<file path="src/rtl/mem_pkg.sv">
// Shared types for the data-memory access controller: access size and FSM state.
package mem_pkg;

    typedef enum logic [1:0] {
        MEM_B = 2'b00,
        MEM_H = 2'b01,
        MEM_W = 2'b10
    } mem_size_t;

    typedef enum logic [1:0] {
        IDLE = 2'b00,
        REQ  = 2'b01,
        WAIT = 2'b10
    } mac_state_t;

    // funct3[1:0] == 2'b11 has no defined size; it is handled as a word.
    function automatic mem_size_t decode_size(input logic [1:0] f);
        case (f)
            2'b00:   decode_size = MEM_B;
            2'b01:   decode_size = MEM_H;
            default: decode_size = MEM_W;
        endcase
    endfunction

endpackage

</file>
<file path="src/rtl/load_extender.sv">
// Picks the addressed byte/half lane out of a read word and sign- or zero-extends it.
module load_extender
    import mem_pkg::*;
(
    input  logic [31:0] rdata,
    input  logic [1:0]  offset,
    input  logic [1:0]  size,
    input  logic        is_unsigned,
    output logic [31:0] ext_data
);

    logic signed [7:0]  byte_lane;
    logic signed [15:0] half_lane;

    always_comb begin
        case (offset)
            2'd0:    byte_lane = rdata[7:0];
            2'd1:    byte_lane = rdata[15:8];
            2'd2:    byte_lane = rdata[23:16];
            default: byte_lane = rdata[31:24];
        endcase
        half_lane = offset[1] ? rdata[31:16] : rdata[15:0];

        ext_data = rdata;
        if (size == MEM_B) begin
            if (is_unsigned) ext_data = {24'd0, byte_lane};
            else             ext_data = {{24{byte_lane[7]}}, byte_lane};
        end else if (size == MEM_H) begin
            if (is_unsigned) ext_data = {16'd0, half_lane};
            else             ext_data = {{16{half_lane[15]}}, half_lane};
        end
    end

endmodule

</file>
<file path="src/rtl/mem_access_controller.sv">
// Load/store sequencer on a req/gnt/rvalid data-memory port with pipeline stall and timeout.
// Optional build macro MISALIGN_TRAP_EN: trap misaligned H/W accesses instead of truncating the address.
module mem_access_controller
    import mem_pkg::*;
#(
    parameter int TIMEOUT_CYCLES = 255
)
(
    input  logic        clk,
    input  logic        rst,
    input  logic        mem_valid_MEMPREP,
    input  logic        invalid_MEMPREP,
    input  logic        is_store_MEMPREP,
    input  logic [2:0]  funct3_MEMPREP,
    input  logic [31:0] addr_MEMPREP,
    input  logic [31:0] wdata_MEMPREP,
    input  logic [3:0]  rd_MEMPREP,
    output logic        stall_MEM,
    output logic        dmem_req,
    output logic        dmem_we,
    output logic [31:0] dmem_addr,
    output logic [31:0] dmem_wdata,
    output logic [3:0]  dmem_wstrb,
    input  logic        dmem_gnt,
    input  logic        dmem_rvalid,
    input  logic [31:0] dmem_rdata,
    output logic        load_valid_MEMEX,
    output logic [31:0] load_data_MEMEX,
    output logic [3:0]  rd_MEMEX,
    output logic        bus_error_MEMEX
`ifdef MISALIGN_TRAP_EN
    ,
    output logic        misaligned_MEMEX
`endif
);

    localparam logic [31:0] TMO_LAST = 32'(TIMEOUT_CYCLES - 1);

    mac_state_t  state, state_next;
    mem_size_t   size_in, req_size;
    logic [1:0]  off_in, req_off;
    logic [29:0] req_word;
    logic        req_we, req_unsigned;
    logic [31:0] req_wdata, ext_data, tmo_cnt;
    logic [3:0]  req_rd;
    logic        accept, done_load, done_store, timeout;

    // Offset is forced to size alignment so lane/strobe selection never straddles.
    always_comb begin
        size_in = decode_size(funct3_MEMPREP[1:0]);
        case (size_in)
            MEM_B:   off_in = addr_MEMPREP[1:0];
            MEM_H:   off_in = {addr_MEMPREP[1], 1'b0};
            default: off_in = 2'b00;
        endcase
    end

`ifdef MISALIGN_TRAP_EN
    logic misaligned_in;
    assign misaligned_in = ((size_in == MEM_H) && addr_MEMPREP[0]) ||
                           ((size_in == MEM_W) && (addr_MEMPREP[1:0] != 2'b00));
    assign accept = (state == IDLE) && mem_valid_MEMPREP && !invalid_MEMPREP && !misaligned_in;
`else
    assign accept = (state == IDLE) && mem_valid_MEMPREP && !invalid_MEMPREP;
`endif

    // rvalid counts in REQ only alongside gnt; in IDLE it is never looked at.
    assign done_load  = !req_we && (((state == REQ) && dmem_gnt && dmem_rvalid) ||
                                    ((state == WAIT) && dmem_rvalid));
    assign done_store = req_we && (state == REQ) && dmem_gnt;
    assign timeout    = (state != IDLE) && (TIMEOUT_CYCLES != 0) &&
                        (tmo_cnt == TMO_LAST) && !(done_load || done_store);

    always_ff @(posedge clk) begin
        if (rst) state <= IDLE;
        else     state <= state_next;
    end

    always_comb begin
        state_next = state;
        case (state)
            IDLE: if (accept) state_next = REQ;
            REQ: begin
                if (done_load || done_store || timeout) state_next = IDLE;
                else if (dmem_gnt)                      state_next = WAIT;
            end
            WAIT: if (done_load || timeout) state_next = IDLE;
            default: state_next = IDLE;
        endcase
    end

    always_comb begin
        stall_MEM  = accept || (state != IDLE);
        dmem_req   = 1'b0;
        dmem_we    = 1'b0;
        dmem_addr  = 32'd0;
        dmem_wdata = 32'd0;
        dmem_wstrb = 4'd0;
        if (state == REQ) begin
            dmem_req  = 1'b1;
            dmem_we   = req_we;
            dmem_addr = {req_word, 2'b00};
            case (req_size)
                MEM_B: begin
                    dmem_wdata = {4{req_wdata[7:0]}};
                    dmem_wstrb = 4'b0001 << req_off;
                end
                MEM_H: begin
                    dmem_wdata = {2{req_wdata[15:0]}};
                    dmem_wstrb = 4'b0011 << req_off;
                end
                default: begin
                    dmem_wdata = req_wdata;
                    dmem_wstrb = 4'b1111;
                end
            endcase
        end
    end

    // Request capture: data path only, no reset needed.
    always_ff @(posedge clk) begin
        if (accept) begin
            req_word     <= addr_MEMPREP[31:2];
            req_off      <= off_in;
            req_size     <= size_in;
            req_unsigned <= funct3_MEMPREP[2];
            req_we       <= is_store_MEMPREP;
            req_wdata    <= wdata_MEMPREP;
            req_rd       <= rd_MEMPREP;
        end
    end

    always_ff @(posedge clk) begin
        if (rst || (state == IDLE) || (state_next == IDLE)) tmo_cnt <= 32'd0;
        else                                                tmo_cnt <= tmo_cnt + 32'd1;
    end

    load_extender u_ext (
        .rdata       (dmem_rdata),
        .offset      (req_off),
        .size        (req_size),
        .is_unsigned (req_unsigned),
        .ext_data    (ext_data)
    );

    always_ff @(posedge clk) begin
        if (rst) begin
            load_valid_MEMEX <= 1'b0;
            bus_error_MEMEX  <= 1'b0;
            load_data_MEMEX  <= 32'd0;
            rd_MEMEX         <= 4'd0;
        end else begin
            load_valid_MEMEX <= done_load;
            bus_error_MEMEX  <= timeout;
            if (done_load) begin
                load_data_MEMEX <= ext_data;
                rd_MEMEX        <= req_rd;
            end
        end
    end

`ifdef MISALIGN_TRAP_EN
    always_ff @(posedge clk) begin
        if (rst) misaligned_MEMEX <= 1'b0;
        else     misaligned_MEMEX <= (state == IDLE) && mem_valid_MEMPREP &&
                                     !invalid_MEMPREP && misaligned_in;
    end
`endif

endmodule
</file>
<file path="config.mk">
export PLATFORM = sky130hd
export DESIGN_NAME = mem_access_controller
export DESIGN_NICKNAME = d
export VERILOG_FILES = /design/src/rtl/mem_pkg.sv /design/src/rtl/load_extender.sv /design/src/rtl/mem_access_controller.sv
export SDC_FILE = /design/constraint.sdc
export NUM_CORES = 1
export LEC_CHECK = 0
export BUFFER_PORTS_ARGS = -buffer_cell sky130_fd_sc_hd__buf_2
export CAP_MARGIN = 30
export CORE_MARGIN = 1.5
export CORE_UTILIZATION = 40
export CTS_BUF_LIST = sky130_fd_sc_hd__clkbuf_16
export DETAILED_ROUTE_END_ITERATION = 10
export GPL_TIMING_DRIVEN = 0
export PLACE_DENSITY = 0.65
export REMOVE_ABC_BUFFERS = 1
export SYNTH_ARGS = -nofsm -noshare
export SYNTH_HDL_FRONTEND = slang
export SYNTH_HIERARCHICAL = 1
export SYNTH_SLANG_ARGS = --single-unit
</file>
<file path="constraint.sdc">
create_clock -name clk -period 17.8 [get_ports clk]
set_input_delay 0 -clock clk [delete_from_list [all_inputs] [get_ports clk]]
set_output_delay 0 -clock clk [all_outputs]
set_load 0.05 [all_outputs]
</file>
Word level (Yosys, flattened, before mapping)

Index checks and enable logic that the tools add are counted.

Bits in registers: 144
Output and inout bits: 109
Logic and storage cells: 71

Equality and inequality tests: 8
Add/sub/neg operators: 1
Multiplexer cells: 20
Reductions and logical operators: 27
Shift operators: 2

Operator list:

| cell                                                               | count |
|---|---|
| 32-bit two-way mux                                                 | 6 |
| 32-bit case mux with 2 select lines                                | 1 |
| 32-bit by 1-bit adder with 32-bit output (second input constant)   | 1 |
| 32-bit by 8-bit == test with 1-bit output (second input constant)  | 1 |
| 8-bit case mux with 3 select lines                                 | 1 |
| 16-bit two-way mux                                                 | 1 |
| 2-bit logical NOT                                                  | 6 |
| 2-bit by 1-bit == test with 1-bit output (second input constant)   | 5 |
| 1-bit logical AND                                                  | 10 |
| 2-bit two-way mux                                                  | 4 |
| 2-bit case mux with 2 select lines                                 | 2 |
| 4-bit case mux with 2 select lines                                 | 1 |
| 1-bit logical OR                                                   | 7 |
| 2-bit case mux with 3 select lines                                 | 1 |
| 2-bit == test (second input constant)                              | 2 |
| 4-bit two-way mux                                                  | 1 |
| 1-bit by 2-bit left shift with 4-bit output (first input constant) | 1 |
| 2-bit by 2-bit left shift with 4-bit output (first input constant) | 1 |
| 1-bit logical NOT                                                  | 3 |
| 1-bit two-way mux                                                  | 2 |
| 2-bit nonzero test                                                 | 1 |

Longest topological paths before layout

Depth in word-level cells: 13
Gate-level depth with buffers: 7

Hierarchy

The synthesis kept the hierarchy.

Modules (own cells, without submodules):

| module                | seq. area each (µm²) | area an instance (µm²) | cells an instance | instances |
|---|---|---|---|---|
| mem_access_controller | 3603.5               | 6103.4                 | 544               | 1 |
| load_extender         | 0.0                  | 873.3                  | 111               | 1 |

Worst setup path after synthesis

Ideal clock, no wire load.

Path type: flip-flop to flip-flop
Start: register state[1]
End: register req_off[0] (enable)
Stages on the path, launching flop included: 3
Slack: 11.802 ns
Clock period less this slack: 5.998 ns
Required time: 17.209 ns
Path buffers: 1
Arrival time: 5.407 ns
Setup time: 0.591 ns
Cells stage by stage: dfxtp_1 clkbuf_1 nor3_1

Longest elaborated chain between the ends: 3

RTL lines:

| element                        | RTL line                     | RTL |
|---|---|---|
| from (decl)                    | mem_access_controller.sv:39  | `mac_state_t state, state_next;` |
| from (signal assigned)         | mem_access_controller.sv:76  | `else state <= state_next;` |
| 2-bit logical NOT              | mem_access_controller.sv:64  | `assign accept = (state == IDLE) && mem_valid_MEMPREP && !invalid_MEMPREP;` |
| 1-bit logical AND (2 in a row) | mem_access_controller.sv:64  |  |
| net accept                     | mem_access_controller.sv:46  | `logic accept, done_load, done_store, timeout;` |
| to (signal assigned)           | mem_access_controller.sv:124 | `req_off <= off_in;` |
| to (decl)                      | mem_access_controller.sv:41  | `logic [1:0] off_in, req_off;` |

The timed path passes the listed nets, and every way through them passes these cells.
A chain may end at the register's enable or synchronous reset.

Worst setup path after layout

Start: register tmo_cnt[0]
End: register tmo_cnt[28]

Longest elaborated chain between the ends: 8
Elaborated cells between the ends (all ways): 11
Classes of those cells: add/sub (1); eq/ne (1); mux (3); reduce/logical (6)

RTL lines:

| element                                     | RTL line                                                 | RTL |
|---|---|---|
| from (decl)                                 | mem_access_controller.sv:44                              | `logic [31:0] req_wdata, ext_data, tmo_cnt;` |
| from (signal assigned)                      | mem_access_controller.sv:135                             | `else tmo_cnt <= tmo_cnt + 32'd1;` |
| 32-bit by 8-bit == test with 1-bit output   | mem_access_controller.sv:72                              | `(tmo_cnt == TMO_LAST) && !(done_load \|\| done_store);` |
| 1-bit logical AND                           | mem_access_controller.sv:71                              | `assign timeout = (state != IDLE) && (TIMEOUT_CYCLES != 0) &&` |
| 1-bit logical AND                           | mem_access_controller.sv:72                              |  |
| 1-bit logical OR, on equally long branches  | mem_access_controller.sv:87, mem_access_controller.sv:84 |  |
| 2-bit two-way mux, on equally long branches | mem_access_controller.sv:87, mem_access_controller.sv:84 |  |
| 2-bit case mux with 3 select lines          | mem_access_controller.sv:81                              | `case (state)` |
| 2-bit logical NOT                           | mem_access_controller.sv:134                             | `if (rst \|\| (state == IDLE) \|\| (state_next == IDLE)) tmo_cnt <= 32'd0;` |
| 1-bit logical OR                            | mem_access_controller.sv:134                             |  |

Parallel ways exist; a longest one is shown, timed or not.

==> metrics.md <==
| Metric | Value |
|---|---|
| Status | complete, no violations |
| Synthesis Warnings | 6 |
| FF-to-FF path depth | 5 |
| Crit path kind | reg2reg |
| GR Overflow Total | 0 |
| Via Count | 6169 |
| Post-Route WL | 19500 um |
| Async SR Flop Fraction | 0 |
| Worst-path maximum fanout | 17 |
| Clock tree from TritonCTS | built |
| Sw power | 221 uW |
| Gpl congestion | 0.799 |
| Post CTS Setup Buffer Count | 0 |
| Highest clock rate | 391 MHz |
| Pre-antenna DRT Iters | 5 |
| # H-tree levels | 4 |
| Synthesized cell area | 6980 um^2 |
| Post-synthesis register bit count | 144 |
| CTS Buf Count | 17 |
| Post-synthesis cell type count | 52 |
| Most frequent cells in the layout | 216 x buf_2, 104 x dlygate4sd3_1, 72 x dfxtp_1, 72 x edfxtp_1, 70 x nor2_1 |
| Critical Path, Cell by Cell | ha_1 > nand3_1 > or4_1 > or4_4 > a211oi_2 |
| # setup viols final | 0 |
| Worst vdd ir | 0.0684 mV |
| Final core utilization | 0.587 |
| Filler instances | 1450 |
| Final hold vios | 0 |
| Crit path buf inv count | 0 |
| Pleak | 0.00413 uW |
| Critical path arrival | 2900 ps |
| Layout cells sized above 1 | 0.295 |
| CP max-delay cell | or4_1 |
| First-pass GRT wire length | 30300 um |
| CORE AREA | 17200 um^2 |
| Synthesized area per cell | 10.7 um^2 |
| EDFF count, synth | 72 |
| PortBufs | 216 |
| Reg clk slew, reported paths | 70 ps |
| Die area | 18200 um^2 |
| Net Sw Frac | 0.268 |
| Pin count of the biggest net entering global routing | 38 |
| Top-area cell type share of the netlist area | 0.310 |
| I/O pins | 219 |
| Worst Max-Slew Pin Slew | 983 ps |
| RSZ-0062 raised after global routing | no |
| Worst min-delay path class | in2reg |
| Clock sinks | 144 |
| Max cap viols | 0 |
| Layout area overhead | 44.6% |
| Starting Density | 0.406 |
| Post-DR wirelength/cell | 16.3 um |
| Pre-CTS setup slack | 15250 ps |
| Die Wd | 135 um |
| Global-route usage over all layers | 0.212 |
| Worst path depth | 5 |
| Reg power frac | 0.440 |
| CP Launch Type | flop |
| Largest stage delay, worst path | 790 ps |
| Gate power share | 0.134 |
| Slew headroom | 0.345 |
| Slack of the critical path | 15240 ps |
| Most common cell after layout, fill and taps aside | buf_2 |
| Clock skew | 9.92 ps |
| Clock Power Share | 0.425 |
| Final worst path period share | 0.144 |
| Cells after Synth | 655 |
| Die Y-Extent | 135 um |
| Hold_buf cts | 104 |
| Critical path data required time | 18140 ps |
| Internal power | 603 uW |
| Vias per cell | 5.14 |
| Crit end category | flop |
| Slew Viols, Final | 0 |
| Worst path top cell family by delay | simple AND/OR/NAND/NOR gates |
| NumNets Final | 1074 |
| Hold Path Depth | 4 |
| Clk buf depth | 2 |
| Sequential area share after synthesis | 0.516 |
| Clk_lat worst skew | 420 ps |
| ANT nets after route | 0 |
| Clock Root Buffer | clkbuf_16 |
| Most used flip-flop cell after synthesis | edfxtp_1 |
| Drt drc | 0 |
| Cells resized by post-CTS repair | 0 |
| Post-layout minimum cycle time | 2560 ps |
| Largest cells by area after synthesis | edfxtp_1 31%, dfxtp_1 21%, mux2i_1 7.5%, nor2_1 3.8%, and2_1 3.7% |
| Power Total | 825 uW |
| DR iter-0 viols | 389 |
| Vias in the first global route | 5885 |
| Cell taking the most area after synthesis | edfxtp_1 |
| Initial antenna violation count | 1 |
| DP HPWL | 12900 um |
| Number of core rows | 48 |
| Setup TNS | 0 ps |
| Pwr Density | 81.7 nW/um^2 |
==> Yosys cell counts (11+ instances only) <==
cell / instances
a221o_1: 14
mux2i_1: 52
a21oi_1: 22
edfxtp_1: 72
clkbuf_1: 32
dfxtp_1: 72
nor3_1: 23
o21ai_0: 15
nor2_1: 70
and2_1: 41
nand2b_1: 11
o31ai_1: 11
nand2_1: 56
a211oi_1: 11
==> worst paths after layout <==
kind | to | start | slack, ps
worst max register to register | tmo_cnt[28] | tmo_cnt[0] | 15240
worst max-delay path | tmo_cnt[28] | tmo_cnt[0] | 15240
worst min-delay path | state[0] | mem_valid_MEMPREP | 50
worst min register to register | rd_MEMEX[2] | req_rd[2] | 480
==> sequential cells by signal, summed over array words and instances (netlist names) <==
name / cells
req_size: 2
load_valid_MEMEX: 1
req_we: 1
rd_MEMEX: 4
load_data_MEMEX: 32
req_unsigned: 1
req_word: 30
req_wdata: 32
tmo_cnt: 32
req_off: 2
req_rd: 4
bus_error_MEMEX: 1
state: 2
==> power by group through the flow <==
stage,sequential [uW],clock (uW),combinational [uW]
detailed placement,370,0,91.6
global route,364,370,118
finish,363,351,111
CTS,363,357,110
global placement,374,0,80.9
floorplan,374,0,50.1
==> worst reg2reg max path: cells and delay by family (launching register included) <==
kind | cells | cell delay, ps
simple gates | 3 | 1640
flops | 1 | 420
compound gates | 1 | 210
fa+ha+maj | 1 | 210
==> area by class of cell <==
type                    instances  area, um^2  area share
clock inverters                15         153      0.0151
repair buffers                338        2450       0.242
multi-input cells             452        3140       0.312
flip-flops and latches        144        3600       0.357
inverters                       9        33.8     0.00335
clock buffers                  17         425      0.0422
diodes                          1        2.50    0.000248
well taps                     225         282      0.0279
==> stage by stage <==
stage / instance area, um^2 / cells / hold WS [ps]
after global routing: 10100 / 1200 / 59.6
after CTS: 10100 / 1200 / 35.9
after floorplan: 6740 / 605 / 72.4
after detailed placement: 8470 / 1064 / 178
after global placement: 8100 / 1046 / 176
final: 10100 / 1201 / 52.7
==> kinds of logic after synthesis <==
kind of cell / share of synthesized area
other cells: 0.000538
compound gates: 0.111
mux: 0.109
fa+ha+maj: 0.00359
simple gates: 0.204
buf+inv: 0.0395
flops: 0.516
xor+xnor: 0.0163
==> per-layer routing <==
metal / vias up / global-route usage / share of wire / routed length (um)
met5: - / 0 / 0 / 0
met2: 179 / 0.359 / 0.49 / 9660
met3: 31 / 0.0552 / 0.056 / 1090
li1: 3017 / - / - / -
met4: 0 / 0.0777 / 0.023 / 449
met1: 2942 / 0.260 / 0.43 / 8320
No activity file was read; power rests on OpenSTA's default activity.
